File: config.mk
export PLATFORM = sky130hd
export DESIGN_NAME = tdm_deserializer
export DESIGN_NICKNAME = d
export VERILOG_FILES = /design/src/rtl/tdm_deserializer.sv
export SDC_FILE = /design/constraint.sdc
export NUM_CORES = 1
export LEC_CHECK = 0
export ABC_AREA = 0
export CAP_MARGIN = 20
export CORE_AREA = 4 4 131 133
export CTS_CLUSTER_SIZE = 24
export DETAILED_ROUTE_END_ITERATION = 10
export DIE_AREA = 0 0 135 137
export SETUP_SLACK_MARGIN = 0.5
export SKIP_LAST_GASP = 1
export SLEW_MARGIN = 5
export SYNTH_ARGS = -nofsm -noshare
export SYNTH_HDL_FRONTEND = slang
export SYNTH_SLANG_ARGS = --single-unit
File: constraint.sdc
create_clock -name i_clk -period 6.61 [get_ports i_clk]
set_clock_uncertainty 0.15 [all_clocks]
set_input_delay 0.9915 -clock i_clk [delete_from_list [all_inputs] [get_ports i_clk]]
set_output_delay 0.9915 -clock i_clk [all_outputs]
set_load 0.005 [all_outputs]
File: src/rtl/tdm_deserializer.sv
// TDM serial-to-parallel front end: recovers NUM_CHANNELS words per sync-delimited
// frame, tags each with its channel and queues them in a show-ahead FIFO.
module tdm_deserializer #(
  parameter int DATA_WIDTH   = 24,
  parameter int NUM_CHANNELS = 2,
  parameter int FIFO_DEPTH   = 4,
  parameter int MSB_FIRST    = 1,
  localparam int CH_W        = (NUM_CHANNELS > 1) ? $clog2(NUM_CHANNELS) : 1,
  localparam int LVL_W       = $clog2(FIFO_DEPTH) + 1
) (
  input  logic                  i_clk,
  input  logic                  i_rst_n,
  input  logic                  i_en,
  input  logic                  i_din,
  input  logic                  i_din_valid,
  input  logic                  i_frame_sync,
  output logic [DATA_WIDTH-1:0] ov_dout,
  output logic [CH_W-1:0]       ov_chan,
  output logic                  o_dout_valid,
  input  logic                  i_dout_ready,
  output logic                  o_frame_err,
  output logic                  o_overflow,
  output logic [LVL_W-1:0]      ov_level
);

  localparam int BIT_W = (DATA_WIDTH > 1) ? $clog2(DATA_WIDTH) : 1;
  localparam int AW    = $clog2(FIFO_DEPTH);
  localparam int ENT_W = CH_W + DATA_WIDTH;
  localparam logic [BIT_W-1:0] LAST_BIT = BIT_W'(DATA_WIDTH - 1);
  localparam logic [CH_W-1:0]  LAST_CH  = CH_W'(NUM_CHANNELS - 1);
  localparam logic [LVL_W-1:0] FULL_LVL = LVL_W'(FIFO_DEPTH);

  typedef enum logic [1:0] {
    HUNT      = 2'd0,
    RUN       = 2'd1,
    SYNC_WAIT = 2'd2
  } state_t;

  state_t              state;
  logic [BIT_W-1:0]    bit_cnt;
  logic [CH_W-1:0]     ch_cnt;
  logic [DATA_WIDTH-1:0] word;

  logic                  accepted;
  logic                  start_frame;
  logic                  take_bit;
  logic                  mid_err;
  logic                  wait_err;
  logic [BIT_W-1:0]      eff_bit;
  logic [CH_W-1:0]       eff_ch;
  logic [DATA_WIDTH-1:0] base_word;
  logic [DATA_WIDTH-1:0] next_word;
  logic                  word_done;
  logic [ENT_W-1:0]      push_data;

  // A sync bit always restarts the frame at bit 0 of channel 0, discarding any
  // partial word; the counters are viewed as already zeroed for that bit.
  always_comb begin
    accepted    = i_en && i_din_valid;
    start_frame = accepted && i_frame_sync;
    mid_err     = start_frame && (state == RUN) &&
                  ((bit_cnt != '0) || (ch_cnt != '0));
    wait_err    = accepted && !i_frame_sync && (state == SYNC_WAIT);
    take_bit    = start_frame || (accepted && (state == RUN));
    eff_bit     = start_frame ? '0 : bit_cnt;
    eff_ch      = start_frame ? '0 : ch_cnt;
    base_word   = start_frame ? '0 : word;
    if (MSB_FIRST != 0) begin
      next_word = {base_word[DATA_WIDTH-2:0], i_din};
    end else begin
      next_word = {i_din, base_word[DATA_WIDTH-1:1]};
    end
    word_done   = take_bit && (eff_bit == LAST_BIT);
    push_data   = {eff_ch, next_word};
  end

  always_ff @(posedge i_clk or negedge i_rst_n) begin
    if (!i_rst_n) begin
      state       <= HUNT;
      bit_cnt     <= '0;
      ch_cnt      <= '0;
      word        <= '0;
      o_frame_err <= 1'b0;
    end else begin
      o_frame_err <= mid_err || wait_err;
      if (wait_err) begin
        state <= HUNT;
      end else if (take_bit) begin
        word <= next_word;
        if (word_done) begin
          bit_cnt <= '0;
          if (eff_ch == LAST_CH) begin
            ch_cnt <= '0;
            state  <= SYNC_WAIT;
          end else begin
            ch_cnt <= eff_ch + CH_W'(1);
            state  <= RUN;
          end
        end else begin
          bit_cnt <= eff_bit + BIT_W'(1);
          ch_cnt  <= eff_ch;
          state   <= RUN;
        end
      end
    end
  end

  logic [ENT_W-1:0] mem [FIFO_DEPTH];
  logic [AW-1:0]    rd_ptr;
  logic [AW-1:0]    wr_ptr;
  logic [LVL_W-1:0] count;
  logic             pop;
  logic             full;
  logic             do_push;
  logic             drop;

  // A push into a full FIFO survives only when the head leaves on the same edge.
  always_comb begin
    pop     = o_dout_valid && i_dout_ready;
    full    = (count == FULL_LVL);
    do_push = word_done && (!full || pop);
    drop    = word_done && full && !pop;
  end

  always_ff @(posedge i_clk or negedge i_rst_n) begin
    if (!i_rst_n) begin
      for (int i = 0; i < FIFO_DEPTH; i++) begin
        mem[i] <= '0;
      end
      rd_ptr     <= '0;
      wr_ptr     <= '0;
      count      <= '0;
      o_overflow <= 1'b0;
    end else begin
      o_overflow <= drop;
      if (do_push) begin
        mem[wr_ptr] <= push_data;
        wr_ptr      <= wr_ptr + AW'(1);
      end
      if (pop) begin
        rd_ptr <= rd_ptr + AW'(1);
      end
      count <= count + LVL_W'(do_push) - LVL_W'(pop);
    end
  end

  assign o_dout_valid      = (count != '0);
  assign {ov_chan, ov_dout} = mem[rd_ptr];
  assign ov_level          = count;

endmodule

==> summary.md <==
| Metric | Value |
|---|---|
| Status | `complete, no violations` |
| Die area | `approximately 18000 µm²` |
| Drt first pass iters | `4` |
| Worst slew pin tran | `around 1000 ps` |
| Routed WL per cell | `17.5 µm` |
| First-pass GRT wire length | `~22 mm` |
| Total power | `2.20 mW` |
| # rows | `46` |
| Port-buffer cells | `37` |
| Maximum VDD drop | `approximately 220 µV` |
| Clock-pin slew of the registers on the worst-case setup and hold paths | `approximately 60 ps` |
| RSZ-0062 raised after global routing | `no` |
| # diodes | `0` |
| P per Cell Area | `296 nW/µm²` |
| Fin cells | `741` |
| Vias in the first global route | `between 4000 and 5000` |
| Setup-failing EPs final | `0` |
| Util after Layout | `a little under half` |
| CTS buffer count | `17` |
| Placed Cells | `approximately 710` |
| Mapped Nets | `between 400 and 500` |
| Max clock buf depth | `2` |
| Final cycle utilization of the critical path | `68.0%` |
| CTS tree | `built` |
| Ys Warns | `0` |
| Wl on met1 | `between 6 and 7 mm` |
| WP data arrival | `roughly 4700 ps` |
| Register area share after synthesis | `a little under three fifths` |
| Die W | `135 µm` |
| CP Capture Type | `flip-flop` |
| Slew Limit Fails | `0` |
| Setup Fix Bufs, Post-CTS | `0` |
| Final nets | `approximately 530` |
| Syn Inst Count | `a little under 500` |
| Startpoint types | `primary input` |
| Die span in y | `between 100 and 150 µm` |
| Final Hold Viols | `0` |
| Root Buffer Master | `clkbuf_16` |
| Area grow syn2layout | `18.1%` |
| Required @ worst endpoint | `a little under 7000 ps` |
| Core ar. | `between 15000 and 20000 µm²` |
| Via/cell ratio | `5.14` |
| DP Wirelength | `roughly 7.7 mm` |
| Max Freq | `around 220 MHz` |
| Initial Utilization | `between 30% and 40%` |
| Vias post-DR | `3810` |
| Initial antenna violation count | `0` |
| Number of max-cap violations | `0` |
| Post-DRT Antenna Nets | `0` |
| Hold-fix buffers, CTS | `0` |
| Post-placement cell area | `about 6800 µm²` |
| Syn_area_per_cell | `roughly 13 µm²` |
| IO Count | `38` |
| Largest net degree at the start of global routing | `87` |
| Final wirelength | `12.9 mm` |
| GRT Total Usage | `between 10% and 20%` |
| WL met3 | `around 440 µm` |
| Post-layout min period | `between 4000 and 5000 ps` |
| Top routing layer in use | `met4` |
| WS Path Type | `in2reg` |
| Synthesized cell area | `6290 µm²` |
| Worst Hold Class | `reg2reg` |
| Post-synth cell types | `38` |
| Max H-tree Level | `4` |
| First DRT Iteration DRCs | `between 150 and 200` |
| Routability cong. | `between 0.7 and 0.8` |
| Worst Path Max Fanout | `29` |
| Post-route design area | `7430 µm²` |
| Met2 WL | `about 6.3 mm` |
| Total global routing overflow | `0` |
| Setup TNS | `0 ps` |
| Clock sinks | `140` |
| Yosys reg bits | `140` |
| Max-slew headroom | `around 33%` |
| Detailed-route DRC error count | `0` |
| Layout cells sized above 1 | `about 28%` |
| Post_cts resized | `0` |
| Worst skew pair latency | `~420 ps` |
| Leakage | `around 3.5 nW` |
-- critical path, stage by stage --
cell             delay [ps]
clkdlybuf4s50_1         610
and3_2                  490
nor2b_1                 240
ha_1                    260
nand4b_1                210
nor4_4                  640
nand2_1                 700
mux2_2                  490
-- cells by family (layout without fill, tap and decap cells) --
| logic type | count (synthesis) | after routing | synth area share [%] |
|---|---|---|---|
| AOI/OAI and AO/OA | 61 | 61 | 5.11 |
| buffers and inverters | 35 | 79 | 2.88 |
| xor gates and xnor gates | 5 | 5 | 0.696 |
| DFF | 140 | 140 | 55.7 |
| adders and majority gates | 9 | 9 | 1.91 |
| and+or+nand+nor | 125 | 125 | 10.1 |
| muxes | 106 | 106 | 23.6 |
-- cell type report --
type                    instances  area, µm²
inverters                       6       22.5
flip-flops and latches        140       3500
multi-input cells             306       2620
well taps                     216        270
clock inverters                 7       85.1
repair buffers                 41        422
fillers                      1448       8400
clock buffers                  25        505
-- synth_stat cells --
cell	instances	share of area (%)
o31ai_1	2	0.24
buf_1	3	0.18
nand2b_1	1	0.10
a31o_2	1	0.14
nand3_1	1	0.079
nor2_1	2	0.12
nor4b_1	1	0.14
mux2_2	77	14
clkbuf_1	18	1.1
nand4bb_1	1	0.18
o41ai_1	1	0.14
nor4_4	1	0.34
nand2_1	76	4.5
buf_2	1	0.079
dfrtp_1	140	56
xnor2_1	3	0.42
and2_1	3	0.30
mux2_4	3	0.72
buf_4	1	0.12
fa_1	1	0.32
and3_1	1	0.10
and3_2	1	0.12
a21oi_1	6	0.48
or3b_4	1	0.18
nand2_4	3	0.54
xor2_1	2	0.28
nor3_1	1	0.079
ha_1	8	1.6
mux4_2	25	8.9
o21ai_0	50	4.0
o311ai_0	1	0.14
or4_1	2	0.24
buf_6	6	1.1
nor2b_1	27	2.7
nand4b_1	2	0.28
or3_1	1	0.10
inv_1	6	0.36
mux2i_1	1	0.16
-- path summary, 6_finish.rpt --
| kind | from | endpoint | slack [ps] | cells after the start |
|---|---|---|---|---|
| worst max register to register | bit_cnt[0] | mem[24] | 3460 | 6 |
| max in group asynchronous | i_rst_n | mem[61] | 4850 | 3 |
| worst max-delay path | i_frame_sync | mem[24] | 2120 | 8 |
| worst min register to register | mem[20] | mem[20] | 330 | 2 |
| min in group asynchronous | i_rst_n | wr_ptr[0] | 370 | 1 |
| worst min-delay path | mem[20] | mem[20] | 330 | 2 |
-- report_power, final --
group | switching (mW) | total [mW] | internal [mW] | leakage (nW)
Sequential | 0.0850 | 0.983 | 0.898 | 1.92
Clock | 0.339 | 0.941 | 0.602 | 0.297
Combinational | 0.134 | 0.273 | 0.139 | 1.26
-- routing by layer --
layer / vias to the layer above / track usage [%]
met4: 0 / 5.60
met3: 20 / 3.97
li1: 1759 / -
met5: - / 0
met2: 75 / 25.0
met1: 1956 / 20.3
-- registers in the layout (all words and copies together), names as in the netlist --
register     count
mem            100
word            23
bit_cnt          5
ov_level         3
rd_ptr           2
state            2
wr_ptr           2
ch_cnt           1
o_frame_err      1
o_overflow       1
-- stage by stage --
| stage | hold WS, ps | setup WS [ps] |
|---|---|---|
| detailed placement | 330 | 1660 |
| floorplan | 292 | 2410 |
| finish | 333 | 2120 |
| global placement | 311 | 1770 |
| CTS | 343 | 2110 |
| global route | 355 | 1850 |
-- layout by cell type (no fill, tap or decap), drive strengths merged --
cell type,count
dfrtp,140
mux2,80
nand2,79
o21ai,50
clkdlybuf4s50,36
nor2b,27
mux4,25
clkbuf,25
ha,8
inv,6
a21oi,6
clkinv,5
buf,5
and2,3
xnor2,3
nand4b,2
xor2,2
nor2,2
or4,2
o31ai,2
bufinv,2
and3,2
or3,1
or3b,1
nor3,1
nor4b,1
nor4,1
o311ai,1
nand4bb,1
nand3,1
o41ai,1
a31o,1
nand2b,1
mux2i,1
fa,1
No activity file was read; power rests on OpenSTA's default activity.
